===== config.mk =====
export PLATFORM = sky130hd
export DESIGN_NAME = rng_conditioner
export DESIGN_NICKNAME = d
export VERILOG_FILES = /design/src/rtl/rng_pkg.sv /design/src/rtl/rng_conditioner_vn_debiaser.sv /design/src/rtl/rng_conditioner.sv
export SDC_FILE = /design/constraint.sdc
export NUM_CORES = 1
export LEC_CHECK = 0
export CAP_MARGIN = 5
export CORE_MARGIN = 3
export CORE_UTILIZATION = 61
export DETAILED_ROUTE_END_ITERATION = 6
export PLACE_DENSITY = 0.94
export SYNTH_ARGS = -nofsm -noshare
export SYNTH_HDL_FRONTEND = slang
export SYNTH_HIERARCHICAL = 1
export SYNTH_SLANG_ARGS = --single-unit

===== constraint.sdc =====
create_clock -name clk -period 4.1 [get_ports clk]
set_input_delay 1.025 -clock clk [delete_from_list [all_inputs] [get_ports clk]]
set_output_delay 1.025 -clock clk [all_outputs]
set_load 0.05 [all_outputs]

===== src/rtl/rng_pkg.sv =====
// Shared definitions for the TRNG conditioning path: default sizing,
// von Neumann pair encodings and the pair-phase state type.
package rng_pkg;

  localparam int RNG_WORD_W     = 8;
  localparam int RNG_FIFO_DEPTH = 4;
  localparam int RNG_REP_LIMIT  = 32;

  // {first_bit, second_bit} encodings of the two pairs that carry information
  localparam logic [1:0] VN_PAIR_01 = 2'b01;
  localparam logic [1:0] VN_PAIR_10 = 2'b10;

  typedef enum logic {
    PH_FIRST  = 1'b0,
    PH_SECOND = 1'b1
  } vn_phase_e;

endpackage


===== src/rtl/rng_conditioner_vn_debiaser.sv =====
// vn_debiaser: von Neumann pair extractor. Collects raw bits in pairs on
// enabled cycles; a 01 pair yields 0, a 10 pair yields 1, equal pairs are
// discarded. Dropping enabled abandons any half-collected pair.
module vn_debiaser
  import rng_pkg::*;
(
  input  logic clk,
  input  logic rst_n,
  input  logic enabled,
  input  logic raw_bit,
  output logic bit_valid,
  output logic bit_out
);

  vn_phase_e phase;
  vn_phase_e phase_next;
  logic      first_bit;
  logic      first_bit_next;

  // Pair phase and the stored first bit of the current pair
  always_ff @(posedge clk) begin
    if (!rst_n) begin
      phase     <= PH_FIRST;
      first_bit <= 1'b0;
    end else begin
      phase     <= phase_next;
      first_bit <= first_bit_next;
    end
  end

  // Next-phase logic; the extracted bit is produced combinationally on the second sample
  always_comb begin
    phase_next     = phase;
    first_bit_next = first_bit;
    bit_valid      = 1'b0;
    bit_out        = 1'b0;
    if (!enabled) begin
      phase_next = PH_FIRST;
    end else begin
      case (phase)
        PH_FIRST: begin
          first_bit_next = raw_bit;
          phase_next     = PH_SECOND;
        end
        PH_SECOND: begin
          phase_next = PH_FIRST;
          case ({first_bit, raw_bit})
            VN_PAIR_01: begin
              bit_valid = 1'b1;
              bit_out   = 1'b0;
            end
            VN_PAIR_10: begin
              bit_valid = 1'b1;
              bit_out   = 1'b1;
            end
            default: begin
              bit_valid = 1'b0;
            end
          endcase
        end
      endcase
    end
  end

endmodule


===== src/rtl/rng_conditioner.sv =====
// rng_conditioner: debiases the raw latch-network bit stream, packs the
// unbiased bits LSB-first into WIDTH-bit words and buffers them in a small
// FIFO read through a valid/ready port.
// Optional feature macro: RNG_HEALTH_TEST_EN adds a repetition-count health
// test that flushes the FIFO and blocks output once it trips.
module rng_conditioner
  import rng_pkg::*;
#(
  parameter int WIDTH      = RNG_WORD_W,
  parameter int FIFO_DEPTH = RNG_FIFO_DEPTH,
  parameter int REP_LIMIT  = RNG_REP_LIMIT
) (
  input  logic             clk,
  input  logic             rst_n,
  input  logic             enabled,
  input  logic             raw_bit,
  output logic [WIDTH-1:0] out_data,
  output logic             out_valid,
  input  logic             out_ready,
  output logic             overflow,
  output logic             health_fail
);

  localparam int CNT_W = $clog2(WIDTH);
  localparam int PTR_W = $clog2(FIFO_DEPTH);
  localparam int OCC_W = PTR_W + 1;

  // Reject sizes the pointer/counter arithmetic cannot handle
  if (WIDTH < 2 || FIFO_DEPTH < 2 || (FIFO_DEPTH & (FIFO_DEPTH - 1)) != 0 || REP_LIMIT < 2) begin : g_param_check
    $error("rng_conditioner: WIDTH>=2, FIFO_DEPTH power of two >=2, REP_LIMIT>=2 required");
  end

  logic             bit_valid;
  logic             bit_out;
  logic [WIDTH-1:0] shreg;
  logic [WIDTH-1:0] word_next;
  logic [CNT_W-1:0] cnt;
  logic             word_done;

  logic [WIDTH-1:0] mem [FIFO_DEPTH];
  logic [PTR_W-1:0] wr_ptr;
  logic [PTR_W-1:0] rd_ptr;
  logic [OCC_W-1:0] occ;
  logic             fifo_full;
  logic             fifo_empty;
  logic             pop;
  logic             push_ok;
  logic             drop;
  logic             block_push;

  vn_debiaser u_debiaser (
    .clk       (clk),
    .rst_n     (rst_n),
    .enabled   (enabled),
    .raw_bit   (raw_bit),
    .bit_valid (bit_valid),
    .bit_out   (bit_out)
  );

  // Word being assembled with the incoming bit merged in; completes on bit WIDTH-1
  always_comb begin
    word_next      = shreg;
    word_next[cnt] = bit_out;
    word_done      = bit_valid && (cnt == CNT_W'(WIDTH - 1));
  end

  // Packer: partial word is abandoned whenever collection is disabled
  always_ff @(posedge clk) begin
    if (!rst_n) begin
      shreg <= '0;
      cnt   <= '0;
    end else if (!enabled || word_done) begin
      shreg <= '0;
      cnt   <= '0;
    end else if (bit_valid) begin
      shreg <= word_next;
      cnt   <= cnt + 1'b1;
    end
  end

`ifdef RNG_HEALTH_TEST_EN
  localparam int REP_W = $clog2(REP_LIMIT + 1);

  logic             last_bit;
  logic [REP_W-1:0] rep_cnt;
  logic [REP_W-1:0] rep_next;
  logic             health_trip;
  logic             health_fail_q;

  // Run length including the current sample; saturates at the limit
  always_comb begin
    rep_next = REP_W'(1);
    if (rep_cnt != '0 && raw_bit == last_bit) begin
      rep_next = (rep_cnt == REP_W'(REP_LIMIT)) ? rep_cnt : rep_cnt + 1'b1;
    end
    health_trip = enabled && (rep_next == REP_W'(REP_LIMIT));
  end

  // Repetition counter advances only on enabled cycles; failure flag is sticky
  always_ff @(posedge clk) begin
    if (!rst_n) begin
      rep_cnt       <= '0;
      last_bit      <= 1'b0;
      health_fail_q <= 1'b0;
    end else begin
      if (enabled) begin
        rep_cnt  <= rep_next;
        last_bit <= raw_bit;
      end
      if (health_trip) begin
        health_fail_q <= 1'b1;
      end
    end
  end

  assign health_fail = health_fail_q;
  assign block_push  = health_trip || health_fail_q;
`else
  assign health_fail = 1'b0;
  assign block_push  = 1'b0;
`endif

  assign fifo_full  = (occ == OCC_W'(FIFO_DEPTH));
  assign fifo_empty = (occ == '0);
  assign out_valid  = !fifo_empty;
  assign out_data   = fifo_empty ? '0 : mem[rd_ptr];
  assign pop        = out_valid && out_ready && !block_push;
  assign push_ok    = word_done && !block_push && (!fifo_full || pop);
  assign drop       = word_done && !block_push && fifo_full && !pop;

  // FIFO pointers and occupancy; a health trip empties the FIFO
  always_ff @(posedge clk) begin
    if (!rst_n || block_push) begin
      wr_ptr <= '0;
      rd_ptr <= '0;
      occ    <= '0;
    end else begin
      if (push_ok) begin
        wr_ptr <= wr_ptr + 1'b1;
      end
      if (pop) begin
        rd_ptr <= rd_ptr + 1'b1;
      end
      case ({push_ok, pop})
        2'b10:   occ <= occ + 1'b1;
        2'b01:   occ <= occ - 1'b1;
        default: occ <= occ;
      endcase
    end
  end

  // FIFO storage; contents are only observable through occupancy so no reset needed
  always_ff @(posedge clk) begin
    if (push_ok) begin
      mem[wr_ptr] <= word_next;
    end
  end

  // Sticky overflow flag for completed words lost to a full FIFO
  always_ff @(posedge clk) begin
    if (!rst_n) begin
      overflow <= 1'b0;
    end else if (drop) begin
      overflow <= 1'b1;
    end
  end

endmodule


==> results.json, run 1 <==
{
  "status": "finished clean",
  "wl_met1_microns": 1910,
  "power_leakage_nw": 0.997,
  "drc": 0,
  "cp_max_fo": 8,
  "htree_levels": 2,
  "fin_ws_ns": 0.630,
  "ir_worst_vdd_mv": 0.235,
  "netlist_area_sq_mm": 0.00255,
  "port_buffers": 14,
  "antenna_found_initial": 0,
  "overflow": 0,
  "nets": 225,
  "cts_resized": 0,
  "final_common_cell": "edfxtp_1",
  "hpwl_microns": 3040,
  "final_cell_count_no_fill": 261,
  "cts.sinks": 55,
  "first_pass_iters": 5,
  "final.min_clock_period_ns": 3.47,
  "p_total_mw": 0.914,
  "ys_types": 48,
  "cp.arrival_ns": 2.45,
  "synth_warnings": 6,
  "swShare": 0.220,
  "rows": 22,
  "drive_above_1_share": 0.108,
  "dieArea_sq_mm": 0.00499,
  "clk_latency_ns": 0.32,
  "power_frac_clock": 0.335,
  "worst_setup_path_start_kind": "flop",
  "top_layer_used": "met4",
  "cap_violations": 0,
  "cts_root_buf": "clkbuf_8",
  "track_usage": 0.193,
  "vias_per_cell": 5.97,
  "cts-hold-fix-buffers": 0,
  "place_congestion": 0.747,
  "avgRoutedWirePerCell_microns": 16.5,
  "grt_first_pass_wirelength_microns": 7420,
  "synth_edf_count": 32,
  "p_switching_mw": 0.201,
  "area_delta_synth_final_pct": 8.69,
  "clkSlewWorstSetupHoldPaths_ns": 0.10,
  "grt_pass1_vias": 1490,
  "tns_ns": 0,
  "preCtsSetupSlack_ns": 0.868,
  "final_hold_viol_count": 0,
  "seqPwrFrac": 0.637,
  "grt_setup_unrepaired": "false",
  "fin_worst_skew_ns": 0.00737,
  "die_h_microns": 70.7,
  "placed_area_sq_mm": 0.00268,
  "cts_buffer_depth": 2,
  "setup_violations": 0,
  "start_util": 0.662,
  "drv_slew": 0,
  "power.density_mw_per_mm2": 330,
  "dr_total_vias": 1559,
  "utilization": 0.719,
  "power_frac_comb": 0.028,
  "synth.avg_cell_area_sq_um": 12.4,
  "synthArstFlopShare": 0,
  "cts-buffers-inserted": 5,
  "internal_power_mw": 0.713,
  "wirelength_microns": 4300,
  "finalInstanceArea_sq_mm": 0.00277,
  "synth_ff_type": "edfxtp_1",
  "antenna_left": 0,
  "ys_seq_area_frac": 0.557,
  "placed_cells": 253,
  "drtIter0Drc": 102,
  "hold_slack_ns": 0.470,
  "tightest_slew_ns": 0.543,
  "fmax_ghz": 0.288,
  "end_kind": "primary output",
  "cp.required_ns": 3.07,
  "die_w_microns": 70.7,
  "post_cts_buffers": 0,
  "ys_seq_elements": 55,
  "hold_path_class": "flop to flop",
  "fin_crit_sh": 0.846,
  "max_slew_margin": 0.638,
  "n_antenna_cell": 0,
  "grt_max_degree": 28,
  "critPathKind": "flop to primary output",
  "core_sq_mm": 0.00385,
  "wl_met3_microns": 162,
  "cts_tree": "done",
  "synth_nets": 219,
  "syn_inst": 206,
  "dr_wl_met2_microns": 2120,
  "io_pins": 16,
  "final_cell_mix": "edfxtp_1 (32), dfxtp_1 (23), nor2_1 (18), clkdlybuf4s50_1 (14), inv_1 (13)"
}
-- registers in the layout (all words and copies together), names as in the netlist, named ones only --
signal / count
overflow: 1
wr_ptr: 2
shreg: 8
rd_ptr: 2
u_debiaser/phase: 1
mem: 32
occ: 3
u_debiaser/first_bit: 1
cnt: 3
-- final cells by class --
class,count,area [sq um]
fill,264,1080
inverter,14,52.6
clock buffer,5,68.8
tap,48,60.1
multi-input combinational,121,998
sequential,55,1420
clock inverter,3,22.5
timing repair buffer,15,148
-- Yosys cell counts (all sizes together) (2+ instances only) --
library cell	number	area share
nor2	18	0.026
o21ai	4	0.0079
a21oi	5	0.0098
inv	13	0.019
nand2	5	0.0074
clkbuf	6	0.0093
mux2i	11	0.043
and2	14	0.036
dfxtp	23	0.18
mux4	8	0.071
buf	10	0.021
nand3b	4	0.012
a211oi	8	0.024
nor3b	4	0.012
and3b	2	0.0069
xor2	2	0.0069
and3	2	0.0054
edfxtp	32	0.38
o211ai	2	0.0059
ha	7	0.034
or3	2	0.0049
nand3	3	0.0059
nor3	2	0.0039
-- critical path: stages, from the launching register on --
cell             delay [ns]
dfxtp_1                0.67
mux4_2                 0.58
and2_1                 0.17
clkdlybuf4s50_1        0.70
-- power groups by stage --
stage | logic (mW) | clock network (mW) | registers [mW]
global placement | 0.0246 | 0 | 0.595
global route | 0.0288 | 0.330 | 0.583
floorplan | 0.0187 | 0 | 0.595
finish | 0.0256 | 0.306 | 0.583
CTS | 0.0255 | 0.307 | 0.583
detailed placement | 0.0255 | 0 | 0.595
-- cells by family (layout without fill, tap and decap cells) --
group                    after synthesis  count (layout)  synth area share
AO/OA/AOI/OAI                         28              28            0.0766
XOR/XNOR                               3               3            0.0103
adder cells (fa/ha/maj)                8               8            0.0422
buffers and inverters                 30              37            0.0510
flip-flops                            55              55             0.557
multiplexers                          20              20             0.120
other                                  1               1           0.00147
AND/OR/NAND/NOR                       61              61             0.141
-- final timing paths --
| check | from | to | depth (start not counted) | slack [ns] |
|---|---|---|---|---|
| setup / recovery | flop | out_data[2] | 3 | 0.63 |
| hold / removal | u_debiaser/first_bit$_SDFFE_PN0P_ | u_debiaser/first_bit$_SDFFE_PN0P_ | 2 | 0.47 |
| setup reg to reg | cnt[0]$_SDFFE_PP0P_ | occ[2]$_SDFFE_PN0P_ | 8 | 1.72 |
| hold reg to reg | u_debiaser/first_bit$_SDFFE_PN0P_ | u_debiaser/first_bit$_SDFFE_PN0P_ | 2 | 0.47 |
-- routing by layer --
layer,global-route usage,vias to the layer above
li1,-,753
met1,0.245,762
met2,0.315,32
met3,0.0412,12
met4,0.0960,0
met5,0,-
No activity file was read; power rests on OpenSTA's default activity.
==> run 2: changes to the inputs <==
- CORE_UTILIZATION: 61 -> 53
- PLACE_DENSITY: 0.94 -> 0.87
- clock period: 4.1 -> 2.95 ns (I/O delays scaled with it)
==> run 2 against run 1 <==
Cell count increased by 6.1%. First-iteration DRC count decreased by 2.9%. Sequential share of layout area decreased by 1.6 points. Largest power group unchanged.
==> results.json, run 2 (same netlist as run 1, synthesis figures left out) <==
{
  "critPathSlowestCell": "clkdlybuf4s50_1",
  "fmax_ghz": 0.358,
  "multi_input_area_sq_um": 998,
  "hold_slack_ns": 0.472,
  "cpLargestDelayFamily": "buffers and inverters",
  "hpwl_microns": 3010,
  "grt_setup_unrepaired": "false",
  "cts_tree": "done",
  "cpPeakStageDelay_ns": 0.86,
  "n_antenna_cell": 0,
  "cp.arrival_ns": 2.06,
  "first_pass_iters": 4,
  "cts_resized": 0,
  "critPathKind": "flop to primary output",
  "area_delta_synth_final_pct": 12.1,
  "antenna_left": 0,
  "end_kind": "primary output",
  "max_slew_margin": 0.666,
  "grt_pass1_vias": 1468,
  "fin_ws_ns": 0.157,
  "track_usage": 0.168,
  "dieArea_sq_mm": 0.00568,
  "power.density_mw_per_mm2": 448,
  "post_cts_buffers": 0,
  "final.min_clock_period_ns": 2.79,
  "cts-hold-fix-buffers": 0,
  "final_common_cell": "edfxtp_1",
  "rows": 24,
  "start_util": 0.566,
  "cts_buffer_depth": 2,
  "utilization": 0.635,
  "core_sq_mm": 0.00450,
  "io_pins": 16,
  "reg_top3": "mem: 32 flops, shreg: 8 flops",
  "cts-buffers-inserted": 5,
  "nets": 237,
  "fillers": 336,
  "drive_above_1_share": 0.187,
  "antenna_found_initial": 0,
  "fin_worst_skew_ns": 0.0103,
  "cts.sinks": 55,
  "clk_latency_ns": 0.31,
  "preCtsSetupSlack_ns": 0.147,
  "placed_area_sq_mm": 0.00276,
  "hp-start": "u_debiaser/first_bit$_SDFFE_PN0P_",
  "dr_total_vias": 1581,
  "avgRoutedWirePerCell_microns": 15.5,
  "worst_setup_path_start_kind": "flop",
  "cts_root_buf": "clkbuf_8",
  "final_cell_mix": "edfxtp_1 (32), dfxtp_1 (23), buf_4 (20), nor2_1 (18), inv_1 (13)",
  "final_hold_viol_count": 0,
  "path_buf_inv": 1,
  "clkSlewWorstSetupHoldPaths_ns": 0.10,
  "path_cells": "or3_1 -> clkdlybuf4s50_1",
  "startpoint": "occ[1]$_SDFFE_PN0P_",
  "drtIter0Drc": 99,
  "top_register": "mem",
  "htree_levels": 2,
  "area.sequential_sq_mm": 0.00142,
  "cp.required_ns": 2.21,
  "grt_max_degree": 28,
  "wirelength_microns": 4310,
  "largest_register_ffs": 32,
  "overflow": 0,
  "port_buffers": 14,
  "tightest_slew_ns": 0.501,
  "hold_path_class": "flop to flop",
  "setup_violations": 0,
  "place_congestion": 0.738,
  "die_h_microns": 75.4,
  "worst_r2r_startpoint": "cnt[0]$_SDFFE_PP0P_",
  "cap_violations": 0,
  "drv_slew": 0,
  "finalInstanceArea_sq_mm": 0.00286,
  "tns_ns": 0,
  "status": "finished clean",
  "ir_worst_vdd_mv": 0.230,
  "fin_crit_sh": 0.947,
  "cp_max_fo": 11,
  "drc": 0,
  "grt_first_pass_wirelength_microns": 7130,
  "die_w_microns": 75.4,
  "vias_per_cell": 5.71,
  "power_leakage_nw": 1.09
}
run 2: cell count changes in the layout (fill, tap and decap cells not counted):
cell,previous run,this run
buf_4,1,20
clkdlybuf4s50_1,14,6
clkbuf_8,5,6
clkinv_2,1,0
clkinvlp_4,0,1
dlymetal6s2s_1,0,1
inv_6,1,0
run 2: final timing paths:
path | end | slack [ns] | depth (start not counted)
hold reg to reg | u_debiaser/first_bit$_SDFFE_PN0P_ | 0.47 | 2
setup reg to reg | occ[2]$_SDFFE_PN0P_ | 0.71 | 8
setup / recovery | out_valid | 0.16 | 2
hold / removal | u_debiaser/first_bit$_SDFFE_PN0P_ | 0.47 | 2
run 2: routing by layer:
metal,global-route usage,vias up,part of all wire
met1,0.220,768,0.48
met3,0.0356,6,0.029
met2,0.283,24,0.48
li1,-,783,-
met5,0,-,0
met4,0.0524,0,0.012
run 2: final cells by class:
| cell class | count | area share |
|---|---|---|
| inverter | 14 | 0.0184 |
| clock buffer | 6 | 0.0289 |
| multi-input combinational | 121 | 0.349 |
| sequential | 55 | 0.497 |
| tap | 52 | 0.0228 |
| clock inverter | 2 | 0.00569 |
| timing repair buffer | 27 | 0.0779 |
run 2: worst min-delay path: stages, from the launching register on:
cell and delay [ns]:
dfxtp_1 0.32, nand2_1 0.05, mux2i_1 0.06
run 2: metrics by stage:
step                power (mW)  instances
floorplan                0.853        206
global placement         0.862        269
detailed placement       0.863        269
CTS                       1.29        277
global route              1.32        277
finish                    1.28        277
run 2: power breakdown:
part | total (mW) | internal [mW] | switching, mW
combinational | 0.0356 | 0.0137 | 0.0219
sequential | 0.810 | 0.807 | 0.00259
clock | 0.435 | 0.192 | 0.243
total | 1.28 | 1.01 | 0.268
